File: src/rtl/rr_mux_arb.sv
// N-channel registered selector with valid/ready handshake, round-robin or fixed-priority arbitration.
// Optional packet locking (in_last/out_last) is enabled by defining RR_MUX_LOCK_EN.
module rr_mux_arb #(
  parameter int unsigned WIDTH    = 32,
  parameter int unsigned CHANNELS = 4,
  parameter int unsigned SEL_W    = $clog2(CHANNELS)
) (
  input  logic                      clk,
  input  logic                      rst,
  input  logic                      mode,
  input  logic [CHANNELS-1:0]       in_valid,
  input  logic [CHANNELS*WIDTH-1:0] in_data,
  output logic [CHANNELS-1:0]       in_ready,
`ifdef RR_MUX_LOCK_EN
  input  logic [CHANNELS-1:0]       in_last,
  output logic                      out_last,
`endif
  output logic                      out_valid,
  output logic [WIDTH-1:0]          out_data,
  output logic [SEL_W-1:0]          out_sel,
  input  logic                      out_ready
);

  logic                out_valid_q, out_valid_d;
  logic [WIDTH-1:0]    out_data_q, out_data_d;
  logic [SEL_W-1:0]    out_sel_q, out_sel_d;
  logic [SEL_W-1:0]    ptr_q, ptr_d;
`ifdef RR_MUX_LOCK_EN
  logic                out_last_q, out_last_d;
  logic                locked_q, locked_d;
  logic [SEL_W-1:0]    lock_ch_q, lock_ch_d;
`endif

  logic                load_c;
  logic                grant_any_c;
  logic [SEL_W-1:0]    grant_idx_c;
  logic [SEL_W-1:0]    rr_idx_c;
  logic [CHANNELS-1:0] elig_c;
  logic [CHANNELS-1:0] grant_c;
  logic [WIDTH-1:0]    grant_word_c;

  // Arbitration: pick one eligible channel, starting after ptr in round-robin mode.
  always_comb begin
    load_c      = !out_valid_q || out_ready;
    elig_c      = in_valid;
`ifdef RR_MUX_LOCK_EN
    if (locked_q) begin
      elig_c = in_valid & (CHANNELS'(1) << lock_ch_q);
    end
`endif
    grant_any_c = 1'b0;
    grant_idx_c = '0;
    rr_idx_c    = ptr_q;
    if (mode) begin
      for (int unsigned i = 0; i < CHANNELS; i++) begin
        if (!grant_any_c && elig_c[SEL_W'(i)]) begin
          grant_any_c = 1'b1;
          grant_idx_c = SEL_W'(i);
        end
      end
    end else begin
      for (int unsigned k = 0; k < CHANNELS; k++) begin
        // Explicit wrap keeps non-power-of-two channel counts free of phantom slots.
        rr_idx_c = (rr_idx_c == SEL_W'(CHANNELS - 1)) ? '0 : rr_idx_c + SEL_W'(1);
        if (!grant_any_c && elig_c[rr_idx_c]) begin
          grant_any_c = 1'b1;
          grant_idx_c = rr_idx_c;
        end
      end
    end

    grant_word_c = '0;
    for (int unsigned i = 0; i < CHANNELS; i++) begin
      if (grant_idx_c == SEL_W'(i)) begin
        grant_word_c = in_data[i*WIDTH +: WIDTH];
      end
    end

    grant_c  = grant_any_c ? (CHANNELS'(1) << grant_idx_c) : '0;
    in_ready = (load_c && !rst) ? grant_c : '0;
  end

  // Next-state for the output register, pointer and lock.
  always_comb begin
    out_valid_d = out_valid_q;
    out_data_d  = out_data_q;
    out_sel_d   = out_sel_q;
    ptr_d       = ptr_q;
`ifdef RR_MUX_LOCK_EN
    out_last_d  = out_last_q;
    locked_d    = locked_q;
    lock_ch_d   = lock_ch_q;
`endif
    if (load_c) begin
      out_valid_d = grant_any_c;
      if (grant_any_c) begin
        out_data_d = grant_word_c;
        out_sel_d  = grant_idx_c;
        if (!mode) begin
          ptr_d = grant_idx_c;
        end
`ifdef RR_MUX_LOCK_EN
        out_last_d = in_last[grant_idx_c];
        locked_d   = !in_last[grant_idx_c];
        lock_ch_d  = grant_idx_c;
`endif
      end
    end
  end

  always_ff @(posedge clk or posedge rst) begin
    if (rst) begin
      out_valid_q <= 1'b0;
      out_data_q  <= '0;
      out_sel_q   <= '0;
      ptr_q       <= SEL_W'(CHANNELS - 1);
`ifdef RR_MUX_LOCK_EN
      out_last_q  <= 1'b0;
      locked_q    <= 1'b0;
      lock_ch_q   <= '0;
`endif
    end else begin
      out_valid_q <= out_valid_d;
      out_data_q  <= out_data_d;
      out_sel_q   <= out_sel_d;
      ptr_q       <= ptr_d;
`ifdef RR_MUX_LOCK_EN
      out_last_q  <= out_last_d;
      locked_q    <= locked_d;
      lock_ch_q   <= lock_ch_d;
`endif
    end
  end

  assign out_valid = out_valid_q;
  assign out_data  = out_data_q;
  assign out_sel   = out_sel_q;
`ifdef RR_MUX_LOCK_EN
  assign out_last  = out_last_q;
`endif

endmodule

File: config.mk
export PLATFORM = sky130hd
export DESIGN_NAME = rr_mux_arb
export DESIGN_NICKNAME = d
export VERILOG_FILES = /design/src/rtl/rr_mux_arb.sv
export SDC_FILE = /design/constraint.sdc
export NUM_CORES = 1
export LEC_CHECK = 0
export CAP_MARGIN = 20
export CORE_ASPECT_RATIO = 1.5
export CORE_MARGIN = 5
export CORE_UTILIZATION = 24
export CTS_CLUSTER_SIZE = 30
export DETAILED_ROUTE_END_ITERATION = 16
export SLEW_MARGIN = 20
export SYNTH_ARGS = -nofsm -noshare
export SYNTH_HDL_FRONTEND = slang
export SYNTH_SLANG_ARGS = --single-unit
export TNS_END_PERCENT = 10
File: constraint.sdc
create_clock -name clk -period 3 [get_ports clk]
set_input_delay 0.75 -clock clk [delete_from_list [all_inputs] [get_ports clk]]
set_output_delay 0.75 -clock clk [all_outputs]
set_load 0.01 [all_outputs]
=== Yosys cells after proc, flatten, opt, wreduce, memory -nomap -nowiden ===
Index checks and enable logic that the tools add are counted.

* Equal/unequal tests: 7
* Multiplexer cells: 41
* Reductions and logical operators: 19
* Add/subtract/negate cells: 4
* Shifts and indexed selects: 1
* Order comparisons: 4
* Bitwise gates (word level): 1

{| class="wikitable"
|+ Operators by type and width
! cell !! count
|-
| 2-to-1 mux 32 bit || 4
|-
| 2-to-1 mux 2 bit || 11
|-
| 2-to-1 mux 1 bit || 20
|-
| == test 2 bit (second input constant) || 6
|-
| < comparator 2 x 3 -> 1 bit (second input constant) || 4
|-
| adder 2 x 1 -> 2 bit (second input constant) || 4
|-
| binary-select mux 1 bit (select 2 bit) || 4
|-
| logical NOT 1 bit || 8
|-
| 2-to-1 mux 4 bit || 2
|-
| logical AND 1 bit || 7
|-
| left shift 1 x 2 -> 4 bit (first input constant) || 1
|-
| AND reduction 3 bit || 1
|-
| == test 2 x 1 -> 1 bit (second input constant) || 1
|-
| logical NOT 2 bit || 1
|-
| AND reduction 2 bit || 1
|-
| logical OR 1 bit || 1
|-
| inverter 1 bit || 1
|}

* Output and inout bits: 39
* Bits in registers: 37
* Input bits: 136
* Logic and storage cells: 81

=== Logic depth before layout (Yosys ltp) ===
Gate-level depths: netlist (run 1).

* Depth in word-level cells: 23
* Mapped depth: 11
* Gate-level depth less buffers: 7

=== Worst setup path after synthesis (run 1) ===
No wires, ideal clock.

* Kind: input to output
* Start: input port in_valid[2]
* End: output port in_ready[1]
* Data required time: 2.250 ns
* Arrival time: 2.206 ns
* Stages: 7
* Slack: 0.044 ns
* Buffers on the path: 3
* Path through: buf_2 -> nor2_1 -> a21boi_0 -> clkbuf_1 -> clkbuf_1 -> nand3_1 -> a21oi_1

* Word-level cells in the longest chain between the ends: 19
* Elaborated cells on any way between the ends: 38
* Classes of those cells: shift: 1; mux: 28; reduce/logical: 9

{| class="wikitable"
|+ RTL lines
! element !! RTL line !! text
|-
| start: declaration || 11 || <nowiki>input logic [CHANNELS-1:0] in_valid,</nowiki>
|-
| binary-select mux 1 bit (select 2 bit) || 65 || <nowiki>if (!grant_any_c && elig_c[rr_idx_c]) begin</nowiki>
|-
| 2-to-1 mux 1 bit (not written as such) || 65 ||
|-
| 2-to-1 mux 1 bit || 65 ||
|-
| 2-to-1 mux 1 bit || 54 || <nowiki>if (mode) begin</nowiki>
|-
| logical NOT 1 bit || 65 ||
|-
| logical AND 1 bit || 65 ||
|-
| 2-to-1 mux 1 bit || 65 ||
|-
| 2-to-1 mux 1 bit || 54 ||
|-
| (+3 left out) || - ||
|-
| 2-to-1 mux 1 bit || 54 ||
|-
| logical NOT 1 bit || 65 ||
|-
| logical AND 1 bit || 65 ||
|-
| 2-to-1 mux 2 bit || 65 ||
|-
| 2-to-1 mux 2 bit || 54 ||
|-
| left shift 1 x 2 -> 4 bit || 79 || <nowiki>grant_c = grant_any_c ? (CHANNELS'(1) << grant_idx_c) : '0;</nowiki>
|-
| 2-to-1 mux 4 bit (*) || 79 ||
|-
| 2-to-1 mux 4 bit (*) || 80 || <nowiki>in_ready = (load_c && !rst) ? grant_c : '0;</nowiki>
|-
| end: declaration || 13 || <nowiki>output logic [CHANNELS-1:0] in_ready,</nowiki>
|}

Mark *: on every way between the ends. The rest lies on a longest branch, timed or not. The select of a mux whose other input is x is not followed.

=== Worst setup path after layout (run 1) ===
* Start: register ptr_q[1]
* End: output port in_ready[3]

* Word-level cells in the longest chain between the ends: 21
* Elaborated cells on any way between the ends: 42
* Classes of those cells: add/sub: 4; eq/ne: 4; shift: 1; mux: 27; reduce/logical: 6

{| class="wikitable"
|+ RTL lines
! element !! RTL line !! text
|-
| start: declaration || 27 || <nowiki>logic [SEL_W-1:0] ptr_q, ptr_d;</nowiki>
|-
| start signal: assignment || 116 || <nowiki>ptr_q <= SEL_W'(CHANNELS - 1);</nowiki>
|-
| start signal: assignment || 126 || <nowiki>ptr_q <= ptr_d;</nowiki>
|-
| adder 2 x 1 -> 2 bit or == test 2 bit (tied branches) || 64 || <nowiki>rr_idx_c = (rr_idx_c == SEL_W'(CHANNELS - 1)) ? '0 : rr_idx_c + SEL_W'(1);</nowiki>
|-
| 2-to-1 mux 2 bit (*) || 64 ||
|-
| parallel branches: the longest is 17 deep, another holds adder 2 x 1 -> 2 bit || - ||
|-
| 2-to-1 mux 4 bit (*) || 79 ||
|-
| 2-to-1 mux 4 bit (*) || 80 ||
|}

Mark *: on every way between the ends. The select of a mux whose other input is x is not followed.

==> flow_summary.ini, run 1 <==
[yosys]
synth_seq_area_share = 0.344
async_flop_share = 1.00
synth_ff_type = dfrtp_1
yosysWarnings = 0
ys_ff_latch = 37
syn_area_mm2 = 0.00270
synth_cell_types = 38
synth_edf_count = 0
syn_inst = 289
avgSynthCellArea_um2 = 9.33
synth_fp_nets = 426

[clocking]
root_buffer = clkbuf_16
cts.htree.levels = 2
clockBufferDepth = 2
clkLatencyLatePin_ns = 0.28
clk_pin_slew_ns = 0.06
postCtsHoldBufs = 0
cts_num_sinks = 37
cts_buffers = 5
cts_tree = yes

[setup_path]
critPathArrivalTime_ns = 2.28
crit_fanout = 8
crit_required_ns = 2.25
worst_setup_path_end_kind = output port
startpoint_type = flop
path_class = flop to output port

[min_path]
hp-class = flop to flop

[detailed_routing]
wl_met3_um = 701
drt-total-wl_um = 10900
drc = 0
dr.pass1.iters = 4
dr_wl_met2_um = 6090
drt-initial-drc-count = 95
wl_met1_um = 3910
viasPerCell = 4.76
wl_per_cell_um = 17.5
top_layer_used = met4
antenna_left = 0
vias = 2961

[power]
p_leak_nw = 1.94
irDropWorstVdd_uv = 294
power.density_mw_per_mm2 = 779
power.total_w = 0.00389

[grt]
grt.overflow.total = 0
grt_max_degree = 42
antenna_found_initial = 0
track_usage = 0.164
grt_pass1_vias = 3232
grt_pass1_wl_um = 17100

[placed_design]
place_congestion = 0.776
place_area_mm2 = 0.00473
hpwl_um = 8190
portBuffers = 174

[flow_run]
maxCapViolCount = 0

[final_layout]
nets = 611
diodes = 0
final_area_mm2 = 0.00499
drive_above_1_share = 0.156
fillers = 1126
syn_to_final_growth_pct = 84.9

[status]
violations = setup timing
status = finished with violations

[timing]
setup_viol = 2
final.setup.worst_slack_ns = -0.0258
hold_violations = 0
finalClockSkew_ns = 0.00535
fin_crit_ns = 3.03
slew_violations = 0
fmax_ghz = 0.330
rsz0062_at_grt = yes
worst_slew_pin_slew_ns = 0.507
slew_headroom = 0.662
period_share = 1.01

[die]
die_area_mm2 = 0.0135
num_io_pins = 175
rows = 47
initial_core_util = 0.244
dieWidth_um = 96.5
core_area_mm2 = 0.0111
fp.dieH_um = 140
## area by class of cell
cell class,count,area [um2],share of cell area
timing repair buffer,206,2000,0.400
multi-input combinational,222,1700,0.341
sequential,37,928,0.186
tap,147,184,0.0369
clock buffer,7,143,0.0286
clock inverter,1,30.0,0.00602
inverter,2,7.51,0.00151
## report_power, final
part           switching (W)  total, W  internal [W]  leakage (nW)
logic                0.00115   0.00240       0.00125          1.45
registers           0.000123  0.000867      0.000744         0.408
clock network       0.000203  0.000618      0.000415        0.0841
total                0.00147   0.00389       0.00241          1.94
## repair_timing
| item | 4_1_cts | 5_1_grt |
|---|---|---|
| setup endpoints to repair | 4 | 23 |
| hold endpoints to repair | 0 | 0 |
| gates resized for setup | 42 | 8 |
| pin swaps | 8 | 2 |
| gates cloned | 0 | 0 |
| setup buffers | 3 | 0 |
## cell usage after synthesis (all sizes together) (2+ instances only)
library cell / instances / share of area
buf: 17 / 0.047
dfstp: 2 / 0.019
a221oi: 32 / 0.10
nand3: 4 / 0.0074
a211oi: 33 / 0.10
and2: 34 / 0.079
clkbuf: 11 / 0.015
a32o: 2 / 0.0074
dfrtp: 35 / 0.32
nor2b: 9 / 0.021
nand2: 3 / 0.0042
a21oi: 3 / 0.0056
mux2i: 35 / 0.13
nor2: 44 / 0.061
inv: 2 / 0.0028
o21ai: 5 / 0.0093
## cells in the final DEF (no fill, tap or decap), types with 2 or more instances in the layout
master and count:
a211oi_1 27, a211oi_2 6, a21oi_1 3, a221oi_1 32, and2_1 33, buf_12 2
buf_2 5, buf_4 26, buf_6 3, clkbuf_16 5, clkdlybuf4s50_1 165, dfrtp_1 35
dfstp_2 2, dlygate4sd2_1 4, mux2i_1 34, nand2_1 2, nand3_1 2, nand3_2 2
nor2_1 42, nor2_2 2, nor2b_1 6, nor2b_2 2, o21ai_0 2, o21ai_1 3
## logic make-up after synthesis
kind of cell,Yosys count,share of synthesized area
compound gates,84,0.260
xor+xnor,1,0.00325
fa+ha+maj,1,0.00464
buf+inv,30,0.0654
flops,37,0.344
mux,36,0.134
simple gates,100,0.188
## sequential cells by signal, indices dropped and copies added, names as in the netlist
name       flops
out_data      32
out_sel        2
ptr_q          2
out_valid      1
## layer usage
layer	track usage	up-vias
met1	0.183	1395
met5	0	-
li1	-	1455
met3	0.0459	14
met2	0.294	97
met4	0.0473	0
## worst max-delay path, cell delays in order, from the launching register on
cell,delay (ns)
dfstp_2,0.56
ha_4,0.23
buf_8,0.15
buf_6,0.12
nor2b_2,0.11
o21ai_1,0.07
and3_4,0.17
a32o_4,0.33
and2_1,0.13
buf_2,0.13
## stage by stage
step	setup TNS, ns	std cells	hold slack [ns]	setup WS (ns)	util
detailed placement	-8.77	611	0.485	-0.825	0.427
finish	-0.0285	622	0.500	-0.0258	0.451
global route	-0.411	622	0.514	-0.120	0.451
CTS	-0.0628	622	0.499	-0.0320	0.448
global placement	-5.84	611	0.476	-0.771	0.427
floorplan	0	289	0.483	0.0440	-
## final timing paths
check / start / endpoint / slack (ns) / cells after the start
min in group asynchronous: rst / out_data[29] / 0.99 / 3
worst min-delay path: out_sel[1] / out_sel[1] / 0.50 / 1
worst max register to register: ptr_q[1] / out_data[19] / 0.25 / 9
worst min register to register: out_sel[1] / out_sel[1] / 0.50 / 1
max in group asynchronous: rst / ptr_q[0] / 1.64 / 3
worst max-delay path: ptr_q[1] / in_ready[3] / -0.03 / 9
(Power assumes the default switching activity.)
==> inputs of run 2 (changes only) <==
clock period = 3.6 ns   (was 3 ns; I/O delays follow)
==> run 2 against run 1 <==
  * The run now ends clean
  * Clock power decreased by 33%
  * Global-route usage decreased by 0.094 points
  * Count of clock-buffer cells in the layout decreased by 2
  * Worst setup slack improved by 0.077 ns
  * Sequential power decreased by 17%
  * Core utilization decreased by 1.7 points
  * Register-to-register slack improved by 0.43 ns
==> flow_summary.ini, run 2 (synthesis results as in run 1) <==
[setup_path]
worst-r2r-cell-count = 8
r2r_start = ptr_q[1]
r2r_slack_ns = 0.68
path_class = input pin to output port
critPathLaunch = in_valid[0]
worst_setup_path_end_kind = output port
crit_required_ns = 2.70
r2r-end = out_data[24]
critPathArrivalTime_ns = 2.65
startpoint_type = input pin
critical_path.endpoint = in_ready[1]
crit_fanout = 4

[power]
sequentialPowerShare = 0.243
irDropWorstVdd_uv = 235
switchingPower_w = 0.00118
power.density_mw_per_mm2 = 618
p_clk_frac = 0.139
power_frac_comb = 0.618
p_int_w = 0.00179
p_leak_nw = 1.88
switching_share = 0.397
power.total_w = 0.00297

[detailed_routing]
wl_per_cell_um = 17.7
drc = 0
drt-initial-drc-count = 115
drt-total-wl_um = 10800
dr.pass1.iters = 4
antenna_left = 0
viasPerCell = 4.84
vias = 2968

[min_path]
hp-class = flop to flop
hp-start = out_sel[1]

[timing]
worst_slew_pin_slew_ns = 0.565
final.setup.worst_slack_ns = 0.0515
slew_violations = 0
fin_crit_ns = 3.55
slew_headroom = 0.624
period_share = 0.986
setup_viol = 0
finalClockSkew_ns = 0.00521
hold_violations = 0
rsz0062_at_grt = yes
fmax_ghz = 0.282

[flow_run]
maxCapViolCount = 0

[grt]
track_usage = 0.163
grt_pass1_vias = 3201
antenna_found_initial = 0
grt.overflow.total = 0
grt_pass1_wl_um = 16900
grt_max_degree = 42

[die]
initial_core_util = 0.244
core_area_mm2 = 0.0111
num_io_pins = 175
die_area_mm2 = 0.0135
rows = 47
dieWidth_um = 96.5
fp.dieH_um = 140

[clocking]
cts_num_sinks = 37
clkLatencyLatePin_ns = 0.28
postCtsHoldBufs = 0
clockBufferDepth = 2
root_buffer = clkbuf_16
post_cts_buffers = 0
clk_pin_slew_ns = 0.06
cts_buffers = 5
cts.htree.levels = 2
cts_tree = yes

[final_layout]
final_cell_mix = clkdlybuf4s50_1 (166), nor2_1 (43), mux2i_1 (35), dfrtp_1 (35), and2_1 (34)
diodes = 0
largest_register_ff_count = 32
final_cells = 613
nets = 604
final_area_mm2 = 0.00480
drive_above_1_share = 0.116
final_common_cell = clkdlybuf4s50_1
fillers = 1128
syn_to_final_growth_pct = 78.1
final-seq-area_um2 = 928
post-route-util = 0.434
multi_input_area_mm2 = 0.00164

[placed_design]
hpwl_um = 8230
placed_cells = 607
place_area_mm2 = 0.00467
place_ws_ns = -0.510
place_congestion = 0.800
portBuffers = 174

[status]
status = completed
run 2: critical path, stage by stage:
cell and delay [ns]:
clkdlybuf4s50_1 0.44, nor2_2 0.18, o21ai_0 0.13, a32o_2 0.26, and2_1 0.16, buf_4 0.15
nand3_1 0.09, a21oi_1 0.04, dlygate4sd2_1 0.28
run 2: timing repair:
action	in CTS	in global routing
setup endpoints to repair	4	4
resized for setup	7	13
hold endpoints to repair	0	0
pin swaps	0	1
run 2: layer usage:
| metal | part of all wire | track usage | vias to the layer above |
|---|---|---|---|
| li1 | - | - | 1435 |
| met1 | 0.37 | 0.176 | 1416 |
| met2 | 0.55 | 0.297 | 101 |
| met3 | 0.061 | 0.0454 | 16 |
| met4 | 0.025 | 0.0503 | 0 |
| met5 | 0 | 0 | - |
run 2: how the worst min path moves through the flow:
stage | to | slack, ns | depth (start not counted)
5_1_grt | out_sel[1] | 0.54 | 1
3_3_place_gp | out_sel[1] | 0.48 | 1
3_5_place_dp | out_sel[1] | 0.49 | 1
2_1_floorplan | ptr_q[1] | 0.48 | 2
4_1_cts | out_sel[1] | 0.51 | 1
6_report | out_sel[1] | 0.50 | 1
run 2: power by group through the flow:
stage	Combinational, W	Sequential (W)	Clock, W
after global placement	0.00183	0.000720	0
after CTS	0.00185	0.000726	0.000429
after floorplan	0.000959	0.000817	0
final	0.00183	0.000722	0.000413
after detailed placement	0.00184	0.000729	0
after global routing	0.00197	0.000754	0.000447
run 2: final cells by class:
type	instances	area share
Inverter	2	0.00156
Sequential cell	37	0.193
Tap cell	147	0.0383
Timing Repair Buffer	199	0.399
Clock inverter	1	0.00104
Multi-Input combinational cell	222	0.341
Clock buffer	5	0.0260
run 2: metrics by stage:
stage / hold WS [ns] / TNS, ns
after floorplan: 0.483 / 0
after global placement: 0.478 / -1.57
after detailed placement: 0.492 / -1.75
after CTS: 0.505 / 0
after global routing: 0.545 / -0.0610
final: 0.498 / 0
==> inputs of run 3 (changes only) <==
SKIP_LAST_GASP = 1   (was unset)
==> run 3 against run 2 <==
  * The flow now finishes with violations (setup timing)
  * Sequential share of layout area about the same
  * Critical path depth decreased by 2
  * Non-clock buffer count unchanged
  * Total power decreased by 0.20%
  * Fmax decreased by 1.5%
  * Sequential cell count unchanged
  * Critical endpoint is now in_ready[2]
==> flow_summary.ini, run 3 (synthesis results as in run 1) <==
[status]
status = finished with violations
violations = setup timing

[final_layout]
drive_above_1_share = 0.103
largest_register_ff_count = 32
final_cells = 613
syn_to_final_growth_pct = 78.6
nets = 604
diodes = 0
final_area_mm2 = 0.00481
final_common_cell = clkdlybuf4s50_1
final_cell_mix = clkdlybuf4s50_1 (167), nor2_1 (43), mux2i_1 (35), dfrtp_1 (35), and2_1 (34)

[detailed_routing]
wl_per_cell_um = 17.7
drt-total-wl_um = 10800
vias = 2978
drc = 0
viasPerCell = 4.86
dr.pass1.iters = 4
antenna_left = 0
drt-initial-drc-count = 108

[clocking]
cts_tree = yes
cts_buffers = 5
cts.htree.levels = 2
clkLatencyLatePin_ns = 0.28
root_buffer = clkbuf_16
postCtsHoldBufs = 0
clockBufferDepth = 2
clk_pin_slew_ns = 0.06
cts_num_sinks = 37

[min_path]
hp-class = flop to flop
holdPathEnd = out_sel[1]
hp-start = out_sel[1]
holdPathStages = 1

[setup_path]
crit_fanout = 4
startpoint_type = input pin
critPathLaunch = in_valid[3]
timing.critical_path.buf_inv = 2
cpPeakStageDelay_ns = 0.52
crit_required_ns = 2.70
worst-r2r-cell-count = 8
path_cells = clkdlybuf4s50_1 > nand2_1 > a2111o_1 > and2_1 > nor3b_2 > nor2b_1 > dlygate4sd2_1
critPathArrivalTime_ns = 2.70
worst_setup_path_end_kind = output port
r2r_start = ptr_q[1]
path_class = input pin to output port
r2r_slack_ns = 0.71
crit_family = buffers and inverters
r2r-end = out_data[24]
cp_slowest_cell = clkdlybuf4s50_1

[flow_run]
maxCapViolCount = 0

[placed_design]
place_ws_ns = -0.510
hpwl_um = 8230
place_congestion = 0.800
portBuffers = 174
placed_cells = 607
place_area_mm2 = 0.00467

[power]
sequentialPowerShare = 0.244
switching_share = 0.396
power.density_mw_per_mm2 = 616
switchingPower_w = 0.00117
irDropWorstVdd_uv = 235
p_leak_nw = 1.91
p_int_w = 0.00179
power.total_w = 0.00296
p_clk_frac = 0.139
power_frac_comb = 0.617

[timing]
setup_viol = 1
final.setup.worst_slack_ns = -0.00329
period_share = 1.00
slew_violations = 0
hold_violations = 0
fin_crit_ns = 3.60
rsz0062_at_grt = yes
worst_slew_pin_slew_ns = 0.561
slew_headroom = 0.626
fmax_ghz = 0.278
whs_ns = 0.498
finalClockSkew_ns = 0.00608

[grt]
track_usage = 0.163
grt.overflow.total = 0
antenna_found_initial = 0
grt_max_degree = 42
grt_pass1_vias = 3201
grt_pass1_wl_um = 16900

[die]
fp.dieH_um = 140
core_area_mm2 = 0.0111
initial_core_util = 0.244
rows = 47
dieWidth_um = 96.5
num_io_pins = 175
die_area_mm2 = 0.0135
run 3: cell types whose count changed in the layout (fill, tap and decap cells not counted):
cell and change:
nor2b_1 +1, a32o_1 +1, nor2b_2 -1, clkbuf_2 -3
o21ai_0 +1, dlymetal6s2s_1 +2, nor3_2 -1, clkdlybuf4s50_1 +1
o21ai_1 -1, a32o_2 -1, nor3_1 +1
run 3: power groups by stage:
stage / Sequential, W / Clock (W) / Combinational (W)
after floorplan: 0.000817 / 0 / 0.000959
after global placement: 0.000720 / 0 / 0.00183
after detailed placement: 0.000729 / 0 / 0.00184
after CTS: 0.000726 / 0.000429 / 0.00185
after global routing: 0.000754 / 0.000447 / 0.00197
final: 0.000723 / 0.000413 / 0.00183
run 3: layer usage:
metal	GRT usage	part of all wire
met5	0	0
met4	0.0503	0.025
met3	0.0454	0.064
met2	0.297	0.55
met1	0.176	0.36
run 3: area by class of cell:
cell class | count | area (um2)
well taps | 147 | 184
clock buffers | 5 | 125
clock inverters | 1 | 5.00
multi-input cells | 222 | 1630
fillers | 1122 | 6240
repair buffers | 199 | 1940
inverters | 2 | 7.51
flip-flops and latches | 37 | 928
run 3: worst max path at each step:
stage                       end  slack [ns]  cells after the start
floorplan           in_ready[1]        0.34                      7
global placement    in_ready[2]       -0.47                      8
detailed placement  in_ready[2]       -0.51                      8
CTS                 in_ready[3]       -0.27                      7
global route        in_ready[2]       -0.15                      7
finish              in_ready[2]      -0.003                      7
run 3: stage by stage:
stage / util / TNS [ns]
finish: 0.435 / -0.00329
global route: 0.435 / -0.181
CTS: 0.434 / -0.789
detailed placement: 0.422 / -1.75
global placement: 0.422 / -1.57
floorplan: - / 0
run 3: repair_timing:
item | 4_1_cts | 5_1_grt
setup buffers | 0 | 0
resized for setup | 4 | 5
endpoints found under the setup margin | 4 | 4
